$ cat config.mk
export PLATFORM = sky130hd
export DESIGN_NAME = if_fetch_stage_flat
export DESIGN_NICKNAME = d
export VERILOG_FILES = /design/src/rtl/if_fetch_stage_pkg.sv /design/src/rtl/if_fetch_stage_if.sv /design/src/rtl/if_fetch_stage_if_id_reg.sv /design/src/rtl/if_fetch_stage.sv /design/src/flat_wrapper.sv
export SDC_FILE = /design/constraint.sdc
export NUM_CORES = 1
export LEC_CHECK = 0
export ABC_CLOCK_PERIOD_IN_PS = 3100
export CAP_MARGIN = 20
export CORE_MARGIN = 1.5
export CORE_UTILIZATION = 40
export CTS_CLUSTER_SIZE = 30
export DETAILED_ROUTE_END_ITERATION = 8
export GPL_TIMING_DRIVEN = 0
export MAX_ROUTING_LAYER = met4
export PLACE_DENSITY = 0.66
export RECOVER_POWER = 100
export SYNTH_ARGS = -nofsm -noshare
export SYNTH_HDL_FRONTEND = slang
export SYNTH_SLANG_ARGS = --single-unit
export TNS_END_PERCENT = 20
$ cat constraint.sdc
create_clock -name clk -period 3.1 [get_ports clk]
set_input_delay 0.31 -clock clk [delete_from_list [all_inputs] [get_ports clk]]
set_output_delay 0.31 -clock clk [all_outputs]
set_load 0.01 [all_outputs]
$ cat src/rtl/if_fetch_stage_pkg.sv
// Shared definitions for the IF stage: FSM state type, NOP encoding, PC step and default widths.
package if_fetch_stage_pkg;

  localparam int unsigned DEFAULT_PC_WIDTH    = 32;
  localparam int unsigned DEFAULT_INSTR_WIDTH = 32;

  localparam logic [31:0] NOP_INSTR = 32'h0000_0000;
  localparam int unsigned PC_INCR   = 4;

  typedef enum logic [1:0] {
    StFetch,
    StHold,
    StDrain
  } fetch_state_e;

endpackage

$ cat src/rtl/if_fetch_stage_if.sv
// Instruction-memory request bundle: the fetch stage is master, the memory is slave.
interface if_fetch_stage_if
  import if_fetch_stage_pkg::*;
#(
  parameter int unsigned PC_WIDTH    = DEFAULT_PC_WIDTH,
  parameter int unsigned INSTR_WIDTH = DEFAULT_INSTR_WIDTH
);

  logic                   Imem_Req;
  logic [PC_WIDTH-1:0]    Imem_Addr;
  logic                   Imem_Ready;
  logic [INSTR_WIDTH-1:0] Imem_Data;

  modport master (
    output Imem_Req,
    output Imem_Addr,
    input  Imem_Ready,
    input  Imem_Data
  );

  modport slave (
    input  Imem_Req,
    input  Imem_Addr,
    output Imem_Ready,
    output Imem_Data
  );

endinterface

$ cat src/rtl/if_fetch_stage_if_id_reg.sv
// IF/ID pipeline register with load / bubble / flush / hold controls.
module if_fetch_stage_if_id_reg
  import if_fetch_stage_pkg::*;
#(
  parameter int unsigned PC_WIDTH    = DEFAULT_PC_WIDTH,
  parameter int unsigned INSTR_WIDTH = DEFAULT_INSTR_WIDTH
) (
  input  logic                   clk,
  input  logic                   rst_n,
  input  logic                   load,
  input  logic                   bubble,
  input  logic                   flush,
  input  logic [PC_WIDTH-1:0]    pc,
  input  logic [INSTR_WIDTH-1:0] instr,
  output logic [PC_WIDTH-1:0]    IF_ID_PC,
  output logic [INSTR_WIDTH-1:0] IF_ID_Instr,
  output logic                   IF_ID_Valid
);

  // Bubble and flush both invalidate the slot but leave the PC field alone.
  always_ff @(posedge clk or negedge rst_n) begin
    if (!rst_n) begin
      IF_ID_PC    <= '0;
      IF_ID_Instr <= INSTR_WIDTH'(NOP_INSTR);
      IF_ID_Valid <= 1'b0;
    end else if (flush || bubble) begin
      IF_ID_Instr <= INSTR_WIDTH'(NOP_INSTR);
      IF_ID_Valid <= 1'b0;
    end else if (load) begin
      IF_ID_PC    <= pc;
      IF_ID_Instr <= instr;
      IF_ID_Valid <= 1'b1;
    end
  end

endmodule

$ cat src/rtl/if_fetch_stage.sv
// Fetch stage: PC register, imem request FSM (FETCH/HOLD/DRAIN) and IF/ID register.
// Define IF_FETCH_STALL_CNT_EN to add saturating Stall_Cycles / Bubble_Cycles counters.
module if_fetch_stage
  import if_fetch_stage_pkg::*;
#(
  parameter int unsigned         PC_WIDTH    = DEFAULT_PC_WIDTH,
  parameter int unsigned         INSTR_WIDTH = DEFAULT_INSTR_WIDTH,
  parameter logic [PC_WIDTH-1:0] RESET_PC    = '0
) (
  input  logic                   clk,
  input  logic                   rst_n,
  input  logic                   PC_Write,
  input  logic                   IF_ID_Write,
  input  logic                   Flush,
  input  logic [PC_WIDTH-1:0]    Branch_Target,
  if_fetch_stage_if.master       imem,
  output logic [PC_WIDTH-1:0]    IF_ID_PC,
  output logic [INSTR_WIDTH-1:0] IF_ID_Instr,
  output logic                   IF_ID_Valid,
`ifdef IF_FETCH_STALL_CNT_EN
  output logic [31:0]            Stall_Cycles,
  output logic [31:0]            Bubble_Cycles,
`endif
  output logic                   Fetch_Busy
);

  fetch_state_e           state_q, state_d;
  logic [PC_WIDTH-1:0]    pc_q, pc_d;
  logic [PC_WIDTH-1:0]    tgt_q, tgt_d;
  logic [INSTR_WIDTH-1:0] buf_q, buf_d;
  logic                   req_q, req_d;

  logic                   advance;
  logic                   ready;
  logic                   ifid_load;
  logic                   ifid_bubble;
  logic                   fetch_bubble;
  logic [INSTR_WIDTH-1:0] ifid_instr;
  logic [PC_WIDTH-1:0]    pc_next;

  assign advance = PC_Write & IF_ID_Write;
  // Ready only counts once a request has actually been presented.
  assign ready   = req_q & imem.Imem_Ready;
  assign pc_next = pc_q + PC_WIDTH'(PC_INCR);

  always_comb begin
    state_d      = state_q;
    pc_d         = pc_q;
    tgt_d        = tgt_q;
    buf_d        = buf_q;
    ifid_load    = 1'b0;
    ifid_bubble  = 1'b0;
    fetch_bubble = 1'b0;
    ifid_instr   = imem.Imem_Data;
    unique case (state_q)
      StFetch: begin
        if (Flush) begin
          if (req_q && !imem.Imem_Ready) begin
            tgt_d   = Branch_Target;
            state_d = StDrain;
          end else begin
            pc_d = Branch_Target;
          end
        end else if (ready) begin
          if (advance) begin
            ifid_load = 1'b1;
            pc_d      = pc_next;
          end else begin
            buf_d   = imem.Imem_Data;
            state_d = StHold;
          end
        end else if (IF_ID_Write) begin
          ifid_bubble  = 1'b1;
          fetch_bubble = req_q;
        end
      end
      StHold: begin
        if (Flush) begin
          pc_d    = Branch_Target;
          state_d = StFetch;
        end else if (advance) begin
          ifid_load  = 1'b1;
          ifid_instr = buf_q;
          pc_d       = pc_next;
          state_d    = StFetch;
        end
      end
      StDrain: begin
        // Outstanding request to the old path completes and is thrown away.
        ifid_bubble = 1'b1;
        if (imem.Imem_Ready) begin
          pc_d    = Flush ? Branch_Target : tgt_q;
          state_d = StFetch;
        end else if (Flush) begin
          tgt_d = Branch_Target;
        end
      end
      default: state_d = StFetch;
    endcase
    req_d = (state_d != StHold);
  end

  always_ff @(posedge clk or negedge rst_n) begin
    if (!rst_n) begin
      state_q <= StFetch;
      pc_q    <= RESET_PC;
      tgt_q   <= '0;
      buf_q   <= INSTR_WIDTH'(NOP_INSTR);
      req_q   <= 1'b0;
    end else begin
      state_q <= state_d;
      pc_q    <= pc_d;
      tgt_q   <= tgt_d;
      buf_q   <= buf_d;
      req_q   <= req_d;
    end
  end

  // PC is not updated while a request is pending, so it doubles as the held address.
  assign imem.Imem_Req  = req_q;
  assign imem.Imem_Addr = pc_q;
  assign Fetch_Busy     = req_q & ~imem.Imem_Ready;

  if_fetch_stage_if_id_reg #(
    .PC_WIDTH    (PC_WIDTH),
    .INSTR_WIDTH (INSTR_WIDTH)
  ) u_if_id_reg (
    .clk         (clk),
    .rst_n       (rst_n),
    .load        (ifid_load),
    .bubble      (ifid_bubble),
    .flush       (Flush),
    .pc          (pc_q),
    .instr       (ifid_instr),
    .IF_ID_PC    (IF_ID_PC),
    .IF_ID_Instr (IF_ID_Instr),
    .IF_ID_Valid (IF_ID_Valid)
  );

`ifdef IF_FETCH_STALL_CNT_EN
  logic [31:0] stall_cnt_q, bubble_cnt_q;

  always_ff @(posedge clk or negedge rst_n) begin
    if (!rst_n) begin
      stall_cnt_q  <= '0;
      bubble_cnt_q <= '0;
    end else begin
      if (!advance && !Flush && stall_cnt_q != '1) begin
        stall_cnt_q <= stall_cnt_q + 32'd1;
      end
      if (fetch_bubble && bubble_cnt_q != '1) begin
        bubble_cnt_q <= bubble_cnt_q + 32'd1;
      end
    end
  end

  assign Stall_Cycles  = stall_cnt_q;
  assign Bubble_Cycles = bubble_cnt_q;
`endif

endmodule

$ cat src/flat_wrapper.sv
// flat-port wrapper written by rule: the top's interface ports become plain ports
module if_fetch_stage_flat import if_fetch_stage_pkg::*;
#(
  parameter int unsigned         PC_WIDTH    = DEFAULT_PC_WIDTH,
  parameter int unsigned         INSTR_WIDTH = DEFAULT_INSTR_WIDTH,
  parameter logic [PC_WIDTH-1:0] RESET_PC    = '0
)
  (clk, rst_n, PC_Write, IF_ID_Write, Flush, Branch_Target, IF_ID_PC, IF_ID_Instr, IF_ID_Valid, Fetch_Busy, imem_Imem_Req, imem_Imem_Addr, imem_Imem_Ready, imem_Imem_Data);
  if_fetch_stage_if #(.PC_WIDTH(PC_WIDTH), .INSTR_WIDTH(INSTR_WIDTH)) imem_i ();
  input  logic clk;
  input  logic rst_n;
  input  logic PC_Write;
  input  logic IF_ID_Write;
  input  logic Flush;
  input  logic [PC_WIDTH-1:0] Branch_Target;
  output logic [PC_WIDTH-1:0] IF_ID_PC;
  output logic [INSTR_WIDTH-1:0] IF_ID_Instr;
  output logic IF_ID_Valid;
  output logic Fetch_Busy;
  output wire logic [$bits(imem_i.Imem_Req)-1:0] imem_Imem_Req;
  output wire logic [$bits(imem_i.Imem_Addr)-1:0] imem_Imem_Addr;
  input wire logic [$bits(imem_i.Imem_Ready)-1:0] imem_Imem_Ready;
  input wire logic [$bits(imem_i.Imem_Data)-1:0] imem_Imem_Data;
  assign imem_Imem_Req = imem_i.Imem_Req;
  assign imem_Imem_Addr = imem_i.Imem_Addr;
  assign imem_i.Imem_Ready = imem_Imem_Ready;
  assign imem_i.Imem_Data = imem_Imem_Data;
  if_fetch_stage #(.PC_WIDTH(PC_WIDTH), .INSTR_WIDTH(INSTR_WIDTH), .RESET_PC(RESET_PC)) u_core (.clk(clk), .rst_n(rst_n), .PC_Write(PC_Write), .IF_ID_Write(IF_ID_Write), .Flush(Flush), .Branch_Target(Branch_Target), .imem(imem_i), .IF_ID_PC(IF_ID_PC), .IF_ID_Instr(IF_ID_Instr), .IF_ID_Valid(IF_ID_Valid), .Fetch_Busy(Fetch_Busy));
endmodule
==> results.yml, run 1 <==
status:
  run_status: "finished with violations"
  violations: "max-capacitance violations, max-slew violations"
cells_and_area:
  num-fill-cells: 1671
  final_net_count: 994
  multi_input_area_sq_um: 3380
  register_area_sq_um: 4100
  syn2layout_area_growth_pct: 33.3
  insertedDiodeCount: 0
  share_of_post_route_cells_with_drive_strength_above_1_pct: 9.40
  finalNonFillerCells: 1196
sta:
  finalWorstPathRequiredPeriod_ns: 2.62
  relSlewSlack_pct: -33.2
  fin_crit_sh_pct: 84.5
  fmax_mhz: 382
  maxSlewViolCount: 76
  grt_setup_unrepaired: "no"
  worst_slew_pin_slew_ns: 2.00
  setup-violations-final: 0
  whs_ns: 0.285
  hold_viol: 0
  clock_skew_ns: 0.0100
  finalSetupTns_ns: 0
cts:
  clk_transition_reported_paths_ns: 0.07
  insertion_delay_ns: 0.44
  post-cts-setup-buffers: 0
  clock-sinks: 164
  clockBufferDepth: 2
  cts-buffers-inserted: 17
  cts_root_buffer_type: "sky130_fd_sc_hd__clkbuf_16"
  cts.htree.levels: 4
  tritoncts: "yes"
route:
  routed-via-count: 6504
  average_wire_per_cell_in_the_routed_design_microns: 18.5
  totalWireLength_microns: 22200
  drt_pre_antenna_iters: 5
  routed_via_density: 5.44
  detail_route.iter0.violations: 488
  drcViolationCount: 0
  ant_nets: 0
floorplanning:
  core_sq_um: 18800
  chipWidth_microns: 142
  die_height_microns: 142
  initial_core_util_pct: 41.1
  floorplan.io_pins: 169
  die_ar_sq_um: 20200
  core.rowCount: 50
min_path:
  timing.hold.worst.start: "Flush"
  hold_end: "u_core.state_q[1]"
  min_path_cells: 3
  hold_class: "in -> reg"
worst_setup_path:
  worst_path_cell_chain: "clkbuf_1 -> nand2b_1 -> nand2b_1 -> buf_2 -> o211ai_2 -> clkbuf_1 -> buf_2 -> a22oi_1"
  critPathKind: "reg -> reg"
  cp_slowest_stage_delay_ns: 0.52
  launching_point_of_the_worst_reg2reg_path: "u_core.state_q[0]"
  worst-path-buf-inv: 4
  timing.rr.end: "u_core.imem.Imem_Addr[7]"
  setup.reg_to_reg.worst_slack_ns: 0.48
  cell_with_the_largest_stage_delay_on_the_worst_path: "sky130_fd_sc_hd__clkbuf_1"
  worstSetupEndpointType: "flip-flop"
  crit_path_max_fanout: 10
  worst_setup_sp_type: "flip-flop"
  critPathArrivalTime_ns: 2.93
  r2r_cells: 8
  cp_top_family: "buffers and inverters"
  critical_path_rt_ns: 3.41
  worstSetupPathDepth: 8
power_and_ir_drop:
  power.ir.vdd_worst_mv: 0.404
  p_leak_nw: 4.69
  final_power_mw: 6.97
  powerDensity_nw_per_um2: 675
placement:
  detailedPlacementHpwl_microns: 15800
  count_of_buffers_inserted_at_the_top_level_ports: 167
  gpl.final_weighted_congestion: 0.881
  dp.cells: 1163
synth:
  synthArstFlopShare_pct: 100
  synth-edff-count: 0
  postSynthAreaPerCell_sq_um: 10.5
  muxShareOfSynthArea_pct: 14.0
  synth_simple_gate_area_share_pct: 14.7
  combinational_family_with_the_most_area_after_synthesis: "simple AND/OR/NAND/NOR gates"
  post_synth_xor_area_fraction_pct: 0.226
  synth-main-ff-cell: "sky130_fd_sc_hd__dfrtp_1"
  post_synth_fa_ha_maj_area_fraction_pct: 0.162
  synth.lib_cells_used.distinct: 61
  synth-seq-cells: 164
  synthesis.yosys.warnings: 0
  syn_nets: 806
  synth-seq-area-share_pct: 53.0
  cell_area_after_technology_mapping_sq_um: 7740
  synth_compound_gate_area_share_pct: 14.6
  synthesis.instances: 735
global_route:
  number_of_global_route_vias_before_repair: 6309
  grt_antenna_before_repair: 0
  grt_overflow_total: 0
  total_global_route_track_usage_pct: 23.3
  grt_first_pass_wirelength_microns: 35000
  pin_count_of_the_biggest_net_entering_global_routing: 90
job:
  drv_cap: 1
## metal layers
metal / track usage [%] / part of all wire (%) / up-vias / wire [microns]
met5: - / 0 / - / 0
met4: 7.92 / 1.9 / 0 / 427
met3: 4.17 / 6.1 / 34 / 1360
met2: 34.4 / 45 / 256 / 9920
met1: 32.3 / 47 / 3187 / 10500
li1: - / - / 3027 / -
## worst max path at each step
stage	from	endpoint	slack [ns]
6_report	u_core.state_q[0]	u_core.imem.Imem_Addr[7]	0.48
3_5_place_dp	imem_Imem_Ready	u_core.u_if_id_reg.IF_ID_PC[15]	0.32
2_1_floorplan	u_core.imem.Imem_Addr[10]	u_core.imem.Imem_Addr[21]	1.21
4_1_cts	u_core.imem.Imem_Addr[3]	u_core.imem.Imem_Addr[24]	0.76
3_3_place_gp	rst_n	u_core.tgt_q[12]	-5.27
5_1_grt	u_core.state_q[0]	u_core.imem.Imem_Addr[4]	0.29
## cell families after synthesis
logic type               after synthesis
AND/OR/NAND/NOR                      237
AO/OA/AOI/OAI                        171
flip-flops                           164
multiplexers                         100
buffers and inverters                 60
XOR/XNOR                               2
adder cells (fa/ha/maj)                1
## state kept, by name, indices dropped and copies added (netlist names)
name,flops
u_core.buf_q,32
u_core.imem.Imem_Addr,32
u_core.imem.Imem_Req,1
u_core.state_q,2
u_core.tgt_q,32
u_core.u_if_id_reg.IF_ID_Instr,32
u_core.u_if_id_reg.IF_ID_PC,32
u_core.u_if_id_reg.IF_ID_Valid,1
## Yosys cell counts, types with 2 or more instances
cell type	number	area, sq um
sky130_fd_sc_hd__a211o_1	3	26.3
sky130_fd_sc_hd__a211oi_1	4	30.0
sky130_fd_sc_hd__a21o_1	2	15.0
sky130_fd_sc_hd__a21oi_1	32	160
sky130_fd_sc_hd__a221o_1	2	20.0
sky130_fd_sc_hd__a22oi_1	2	15.0
sky130_fd_sc_hd__a311oi_1	2	17.5
sky130_fd_sc_hd__a31oi_1	11	68.8
sky130_fd_sc_hd__and2_1	4	25.0
sky130_fd_sc_hd__and3_1	8	50.1
sky130_fd_sc_hd__and4_1	4	35.0
sky130_fd_sc_hd__buf_1	6	22.5
sky130_fd_sc_hd__buf_2	19	95.1
sky130_fd_sc_hd__clkbuf_1	24	90.1
sky130_fd_sc_hd__dfrtp_1	164	4100
sky130_fd_sc_hd__inv_1	10	37.5
sky130_fd_sc_hd__mux2_1	30	338
sky130_fd_sc_hd__mux2_2	35	394
sky130_fd_sc_hd__mux2i_1	35	350
sky130_fd_sc_hd__nand2_1	129	484
sky130_fd_sc_hd__nand2b_1	5	31.3
sky130_fd_sc_hd__nand3_1	9	45.0
sky130_fd_sc_hd__nand4_1	15	93.8
sky130_fd_sc_hd__nor2_1	31	116
sky130_fd_sc_hd__nor2b_1	4	25.0
sky130_fd_sc_hd__nor3_1	6	30.0
sky130_fd_sc_hd__nor3_2	2	20.0
sky130_fd_sc_hd__nor3b_1	4	30.0
sky130_fd_sc_hd__nor4_1	4	25.0
sky130_fd_sc_hd__nor4_2	3	37.5
sky130_fd_sc_hd__o21a_1	5	37.5
sky130_fd_sc_hd__o21ai_0	41	205
sky130_fd_sc_hd__o21ai_1	13	65.1
sky130_fd_sc_hd__o21bai_1	2	15.0
sky130_fd_sc_hd__o22a_1	3	26.3
sky130_fd_sc_hd__o22ai_1	3	18.8
sky130_fd_sc_hd__o2bb2ai_1	33	289
sky130_fd_sc_hd__o31a_1	2	17.5
sky130_fd_sc_hd__xnor2_1	2	17.5
## layout make-up
cell class | instances | share of cell area (%)
flip-flops and latches | 164 | 39.8
plain buffers | 50 | 1.94
repair buffers | 169 | 16.5
well taps | 260 | 3.15
clock inverters | 13 | 1.12
inverters | 10 | 0.364
multi-input cells | 511 | 32.7
clock buffers | 19 | 4.39
## cell usage in the layout, fill, tap and decap left out, types with 4 or more instances in the layout
cell / instances
sky130_fd_sc_hd__o21ai_1: 6
sky130_fd_sc_hd__and4_1: 4
sky130_fd_sc_hd__buf_1: 6
sky130_fd_sc_hd__o21a_1: 5
sky130_fd_sc_hd__nand4_1: 15
sky130_fd_sc_hd__nor2b_1: 4
sky130_fd_sc_hd__buf_2: 7
sky130_fd_sc_hd__nor3b_1: 4
sky130_fd_sc_hd__nand2b_1: 5
sky130_fd_sc_hd__and3_1: 8
sky130_fd_sc_hd__clkbuf_16: 17
sky130_fd_sc_hd__nor2_1: 31
sky130_fd_sc_hd__mux2_2: 35
sky130_fd_sc_hd__a31oi_1: 11
sky130_fd_sc_hd__mux2i_1: 35
sky130_fd_sc_hd__clkbuf_1: 36
sky130_fd_sc_hd__dlygate4sd3_1: 100
sky130_fd_sc_hd__dfrtp_1: 164
sky130_fd_sc_hd__nor3_1: 7
sky130_fd_sc_hd__o2bb2ai_1: 33
sky130_fd_sc_hd__nand2_1: 129
sky130_fd_sc_hd__clkdlybuf4s50_1: 67
sky130_fd_sc_hd__a21oi_1: 32
sky130_fd_sc_hd__o21ai_0: 48
sky130_fd_sc_hd__a211oi_1: 4
sky130_fd_sc_hd__nand3_1: 9
sky130_fd_sc_hd__inv_1: 10
sky130_fd_sc_hd__mux2_1: 30
sky130_fd_sc_hd__inv_6: 4
sky130_fd_sc_hd__nor4_1: 4
sky130_fd_sc_hd__and2_1: 4
## timing repair
item                                    CTS  global route
gates resized for setup                   0             0
endpoints found under the setup margin    0             0
endpoints found under the hold margin    75             0
hold buffers                              1             0
## tightest hold or removal path, stage by stage
cell,delay [ns]
sky130_fd_sc_hd__buf_2,0.15
sky130_fd_sc_hd__a21oi_1,0.15
sky130_fd_sc_hd__nor3_1,0.06
## where the power goes
| part | switching [mW] | leakage, nW | internal (mW) | total (mW) |
|---|---|---|---|---|
| clock network | 0.951 | 0.277 | 1.10 | 2.05 |
| logic | 0.924 | 2.37 | 0.915 | 1.84 |
| registers | 0.415 | 2.05 | 2.67 | 3.08 |
| total | 2.29 | 4.69 | 4.68 | 6.97 |
## stage by stage
stage	cell area [sq um]	setup WS [ns]	utilization [%]
final	10300	0.482	54.8
after global routing	10300	0.286	54.8
after CTS	10300	0.758	54.9
after detailed placement	9770	0.321	51.9
after global placement	9740	-5.27	51.7
after floorplan	7740	1.21	-
(Power assumes the default switching activity.)
==> inputs of run 2 (changes only) <==
ABC_CLOCK_PERIOD_IN_PS = 2680   (was 3100)
clock period = 2.68 ns   (was 3.1 ns; I/O delays follow)
==> run 2 against run 1 <==
Against the previous run:
- the run still ends with max-capacitance violations, max-slew violations left
- critical path depth stayed put
- final cell count stayed put
- critical path type unchanged
- total power grew 16%
- sequential share of layout area is essentially flat
- die area unchanged
- clock power is 15% higher
- worst hold slack worse by 0.037 ns
- global-route usage stayed put
- critical endpoint is now u_core.imem.Imem_Addr[27]
==> results.yml, run 2 (synthesized netlist as in run 1, its figures left out) <==
status:
  run_status: "finished with violations"
  violations: "max-capacitance violations, max-slew violations"
placement:
  detailedPlacementHpwl_microns: 15800
  dp.cells: 1163
  gpl.final_weighted_congestion: 0.881
  preCtsSetupSlack_ns: -0.0567
  detailed_place.area_sq_um: 9770
  count_of_buffers_inserted_at_the_top_level_ports: 167
route:
  ant_nets: 0
  routed_via_density: 5.41
  drcViolationCount: 0
  detail_route.iter0.violations: 458
  totalWireLength_microns: 22100
  routed-via-count: 6468
  average_wire_per_cell_in_the_routed_design_microns: 18.5
  drt_pre_antenna_iters: 5
worst_setup_path:
  launching_point_of_the_worst_reg2reg_path: "u_core.state_q[0]"
  worst_setup_sp_type: "flip-flop"
  cell_with_the_largest_stage_delay_on_the_worst_path: "sky130_fd_sc_hd__o211ai_1"
  setup.reg_to_reg.worst_slack_ns: 0.24
  crit_start: "u_core.state_q[0]"
  critical_path_rt_ns: 2.99
  worst_path_most_repeated_cell: "sky130_fd_sc_hd__buf_2"
  timing.rr.end: "u_core.imem.Imem_Addr[27]"
  critPathKind: "reg -> reg"
  cp_slowest_stage_delay_ns: 0.51
  worst_path_cell_chain: "buf_2 -> nand2b_1 -> nand2b_1 -> buf_2 -> o211ai_1 -> buf_2 -> buf_2 -> o22ai_1"
  worstSetupEndpointType: "flip-flop"
  critPathArrivalTime_ns: 2.75
  crit_path_max_fanout: 10
  r2r_cells: 8
global_route:
  grt_overflow_total: 0
  total_global_route_track_usage_pct: 23.3
  globalRouteMet2Util_pct: 34.4
  number_of_global_route_vias_before_repair: 6309
  grt_first_pass_wirelength_microns: 35000
  grt_antenna_before_repair: 0
  pin_count_of_the_biggest_net_entering_global_routing: 90
  gr-usage-met1_pct: 32.3
  grt.met3_usage_pct: 4.17
  top_usage_layer: "met2"
sta:
  clock_skew_ns: 0.0114
  relSlewSlack_pct: -33.1
  maxSlewViolCount: 76
  fin_crit_sh_pct: 90.9
  hold_viol: 0
  grt_setup_unrepaired: "no"
  setup-violations-final: 0
  layout_setup_ws_ns: 0.243
  worst_slew_pin_slew_ns: 2.00
  fmax_mhz: 410
  finalWorstPathRequiredPeriod_ns: 2.44
floorplanning:
  floorplan.io_pins: 169
  initial_core_util_pct: 41.1
  die_height_microns: 142
  chipWidth_microns: 142
  core.rowCount: 50
  die_ar_sq_um: 20200
  core_sq_um: 18800
cells_and_area:
  insertedDiodeCount: 0
  finish.instance_area_sq_um: 10300
  finalNonFillerCells: 1196
  share_of_post_route_cells_with_drive_strength_above_1_pct: 10.3
  layout.cells.most_common_list: "sky130_fd_sc_hd__dfrtp_1 (164), sky130_fd_sc_hd__nand2_1 (129), sky130_fd_sc_hd__dlygate4sd3_1 (101), sky130_fd_sc_hd__clkdlybuf4s50_1 (66), sky130_fd_sc_hd__o21ai_0 (48)"
  final_common_cell: "sky130_fd_sc_hd__dfrtp_1"
  final_standard_cell_utilization_of_the_core_pct: 54.8
  final_net_count: 994
  syn2layout_area_growth_pct: 33.4
min_path:
  timing.hold.worst.start: "Flush"
  min_path_cells: 3
  hold_end: "u_core.state_q[1]"
  hold_class: "in -> reg"
cts:
  cts.htree.levels: 4
  cts_root_buffer_type: "sky130_fd_sc_hd__clkbuf_16"
  tritoncts: "yes"
  clockBufferDepth: 2
  post-cts-setup-buffers: 0
  insertion_delay_ns: 0.44
  clock-sinks: 164
  cts-buffers-inserted: 17
  clk_transition_reported_paths_ns: 0.07
power_and_ir_drop:
  p_leak_nw: 4.72
  powerDensity_nw_per_um2: 780
  power.ir.vdd_worst_mv: 0.465
job:
  drv_cap: 1
run 2: cell types whose count changed in the layout (fill, tap and decap cells not counted), sizes merged:
| cell | before | now |
|---|---|---|
| buf | 15 | 17 |
| dlygate4sd3 | 100 | 101 |
| clkbuf | 56 | 54 |
| clkdlybuf4s50 | 67 | 66 |
run 2: final cells by class:
| type | instances | area, sq um |
|---|---|---|
| Multi-Input combinational cell | 511 | 3370 |
| Timing Repair Buffer | 169 | 1700 |
| Sequential cell | 164 | 4100 |
| Inverter | 10 | 37.5 |
| Clock inverter | 13 | 115 |
| Fill cell | 1666 | 8510 |
| Clock buffer | 19 | 453 |
| Tap cell | 260 | 325 |
| Buffer | 50 | 211 |
run 2: repair_timing:
action,CTS,global route
gates resized for setup,0,0
hold buffers,1,0
hold endpoints to repair,75,0
setup endpoints to repair,0,0
run 2: critical path: cells and delay by family, from the launching register on:
kind,cells,cell delay [ns]
flops,1,0.32
compound gates,2,0.65
simple gates,2,0.24
buf+inv,4,1.10
run 2: layer usage:
layer | routed length [microns] | share of wire, %
met4 | 495 | 2.2
met3 | 1260 | 5.7
met5 | 0 | 0
met2 | 9890 | 45
met1 | 10400 | 47
run 2: report_power, final:
| part | switching (mW) | internal, mW |
|---|---|---|
| clock | 1.09 | 1.27 |
| combinational | 1.07 | 1.06 |
| sequential | 0.479 | 3.08 |
| total | 2.64 | 5.41 |
run 2: worst max path at each step:
stage	to	slack [ns]
floorplan	u_core.imem.Imem_Addr[21]	0.79
global placement	u_core.tgt_q[12]	-5.64
detailed placement	u_core.u_if_id_reg.IF_ID_PC[15]	-0.06
CTS	u_core.imem.Imem_Addr[24]	0.34
global route	u_core.imem.Imem_Addr[4]	0.07
finish	u_core.imem.Imem_Addr[27]	0.24
run 2: stage by stage:
stage	setup TNS (ns)	hold WS, ns	total power [mW]
final	0	0.248	8.05
after global routing	0	0.281	8.48
after CTS	0	0.234	8.26
after detailed placement	-0.341	0.289	5.88
after global placement	-923.14	0.459	5.82
after floorplan	0	-0.0276	4.61
==> inputs of run 3 (changes only) <==
RECOVER_POWER = 50   (was 100)
==> run 3 against run 2 <==
Against the previous run:
- the run still ends with max-capacitance violations, max-slew violations left
- highest routed layer unchanged
- final cell count unchanged
- critical path type unchanged
- register-to-register slack improved by 0.05 ns
- core utilization increased by 0.073 points
- via count decreased by 0.22%
- combinational power increased by 4%
- clock power about the same
- critical path depth decreased by 2
==> results.yml, run 3 (synthesized netlist as in run 1, its figures left out) <==
sta:
  grt_setup_unrepaired: "no"
  fmax_mhz: 419
  relSlewSlack_pct: -32.9
  finalSetupTns_ns: 0
  whs_ns: 0.247
  finalWorstPathRequiredPeriod_ns: 2.39
  clock_skew_ns: 0.0129
  hold_viol: 0
  setup-violations-final: 0
  maxSlewViolCount: 76
  worst_slew_pin_slew_ns: 1.99
  fin_crit_sh_pct: 89.0
cells_and_area:
  final_common_cell: "sky130_fd_sc_hd__dfrtp_1"
  final_net_count: 994
  final_standard_cell_utilization_of_the_core_pct: 54.9
  share_of_post_route_cells_with_drive_strength_above_1_pct: 10.8
  num-fill-cells: 1664
  syn2layout_area_growth_pct: 33.6
  finish.instance_area_sq_um: 10300
  insertedDiodeCount: 0
  layout.cells.most_common_list: "sky130_fd_sc_hd__dfrtp_1 (164), sky130_fd_sc_hd__nand2_1 (129), sky130_fd_sc_hd__clkdlybuf4s50_1 (120), sky130_fd_sc_hd__dlygate4sd3_1 (47), sky130_fd_sc_hd__o21ai_0 (41)"
worst_setup_path:
  crit_end: "u_core.imem.Imem_Addr[24]"
  setup.reg_to_reg.worst_slack_ns: 0.29
  critical_path_rt_ns: 3.04
  worst_setup_sp_type: "flip-flop"
  critPathArrivalTime_ns: 2.75
  launching_point_of_the_worst_reg2reg_path: "u_core.imem.Imem_Addr[3]"
  critPathKind: "reg -> reg"
  timing.rr.end: "u_core.imem.Imem_Addr[24]"
  worstSetupEndpointType: "flip-flop"
  crit_path_max_fanout: 7
  crit_start: "u_core.imem.Imem_Addr[3]"
  r2r_cells: 6
floorplanning:
  die_ar_sq_um: 20200
  initial_core_util_pct: 41.1
  die_height_microns: 142
  core_sq_um: 18800
  core.rowCount: 50
  floorplan.io_pins: 169
  chipWidth_microns: 142
route:
  average_wire_per_cell_in_the_routed_design_microns: 18.5
  totalWireLength_microns: 22100
  drcViolationCount: 0
  detail_route.iter0.violations: 501
  routed_via_density: 5.40
  routed-via-count: 6454
  ant_nets: 0
  drt_pre_antenna_iters: 5
global_route:
  top_usage_layer: "met2"
  total_global_route_track_usage_pct: 23.3
  pin_count_of_the_biggest_net_entering_global_routing: 90
  grt_antenna_before_repair: 0
  gr-usage-met1_pct: 32.3
  globalRouteMet2Util_pct: 34.4
  grt.met3_usage_pct: 4.17
  grt_first_pass_wirelength_microns: 35000
  number_of_global_route_vias_before_repair: 6309
  grt_overflow_total: 0
cts:
  cts_root_buffer_type: "sky130_fd_sc_hd__clkbuf_16"
  insertion_delay_ns: 0.44
  post-cts-setup-buffers: 0
  cts-buffers-inserted: 17
  clk_transition_reported_paths_ns: 0.07
  clock-sinks: 164
  clockBufferDepth: 2
  cts.htree.levels: 4
  tritoncts: "yes"
placement:
  detailedPlacementHpwl_microns: 15800
  gpl.final_weighted_congestion: 0.881
  count_of_buffers_inserted_at_the_top_level_ports: 167
  detailed_place.area_sq_um: 9770
status:
  violations: "max-capacitance violations, max-slew violations"
  run_status: "finished with violations"
min_path:
  hold_class: "in -> reg"
power_and_ir_drop:
  power.ir.vdd_worst_mv: 0.465
  final_power_mw: 8.15
  powerDensity_nw_per_um2: 789
  p_leak_nw: 4.64
job:
  drv_cap: 1
[run 3: changes by cell type in the layout (fill, tap and decap cells not counted), moves of 4 or more]
cell and delta:
sky130_fd_sc_hd__buf_2 +9, sky130_fd_sc_hd__clkbuf_1 -4, sky130_fd_sc_hd__clkbuf_2 -6, sky130_fd_sc_hd__clkdlybuf4s50_1 +54, sky130_fd_sc_hd__dlygate4sd3_1 -54, sky130_fd_sc_hd__o21ai_0 -7
sky130_fd_sc_hd__o21ai_1 +7
[run 3: critical path, cell delays in order, from the launching register on]
cell                      delay [ns]
sky130_fd_sc_hd__dfrtp_1        0.50
sky130_fd_sc_hd__ha_1           0.30
sky130_fd_sc_hd__nand4_1        0.30
sky130_fd_sc_hd__nor4_2         0.47
sky130_fd_sc_hd__nand4_1        0.25
sky130_fd_sc_hd__o41a_1         0.37
sky130_fd_sc_hd__o21ai_1        0.12
[run 3: worst min path at each step]
stage / slack, ns / start / depth (start not counted) / end
finish: 0.25 / Flush / 3 / u_core.state_q[1]
global route: 0.28 / Flush / 3 / u_core.state_q[1]
CTS: 0.23 / Flush / 3 / u_core.state_q[1]
detailed placement: 0.29 / rst_n / 1 / u_core.buf_q[27]
global placement: 0.46 / u_core.u_if_id_reg.IF_ID_PC[28] / 2 / u_core.u_if_id_reg.IF_ID_PC[28]
floorplan: -0.03 / rst_n / 0 / u_core.buf_q[0]
[run 3: area by class of cell]
| type | count | area (sq um) | area share, % |
|---|---|---|---|
| flip-flops and latches | 164 | 4100 | 39.7 |
| multi-input cells | 511 | 3380 | 32.7 |
| repair buffers | 169 | 1700 | 16.5 |
| clock buffers | 19 | 453 | 4.38 |
| well taps | 260 | 325 | 3.15 |
| plain buffers | 50 | 215 | 2.08 |
| clock inverters | 13 | 115 | 1.11 |
| inverters | 10 | 37.5 | 0.363 |
[run 3: repair_timing]
item	CTS	global route
hold buffers	1	0
endpoints found under the setup margin	0	0
hold endpoints to repair	75	0
resized for setup	0	0
[run 3: metrics by stage]
| step | setup slack [ns] | instances |
|---|---|---|
| 3_3_place_gp | -5.64 | 1162 |
| 5_1_grt | 0.121 | 1196 |
| 6_report | 0.294 | 1196 |
| 4_1_cts | 0.338 | 1196 |
| 2_1_floorplan | 0.794 | 735 |
| 3_5_place_dp | -0.0567 | 1163 |
[run 3: where the power goes]
| part | internal [mW] | switching (mW) | total (mW) | leakage, nW |
|---|---|---|---|---|
| Combinational | 1.14 | 1.07 | 2.21 | 2.31 |
| Clock | 1.27 | 1.10 | 2.37 | 0.277 |
| Sequential | 3.08 | 0.491 | 3.58 | 2.05 |
| Total | 5.49 | 2.66 | 8.15 | 4.64 |
[run 3: metal layers]
layer	vias up	part of all wire (%)
li1	3026	-
met1	3158	48
met2	235	45
met3	35	5.6
met4	0	2.2
met5	-	0
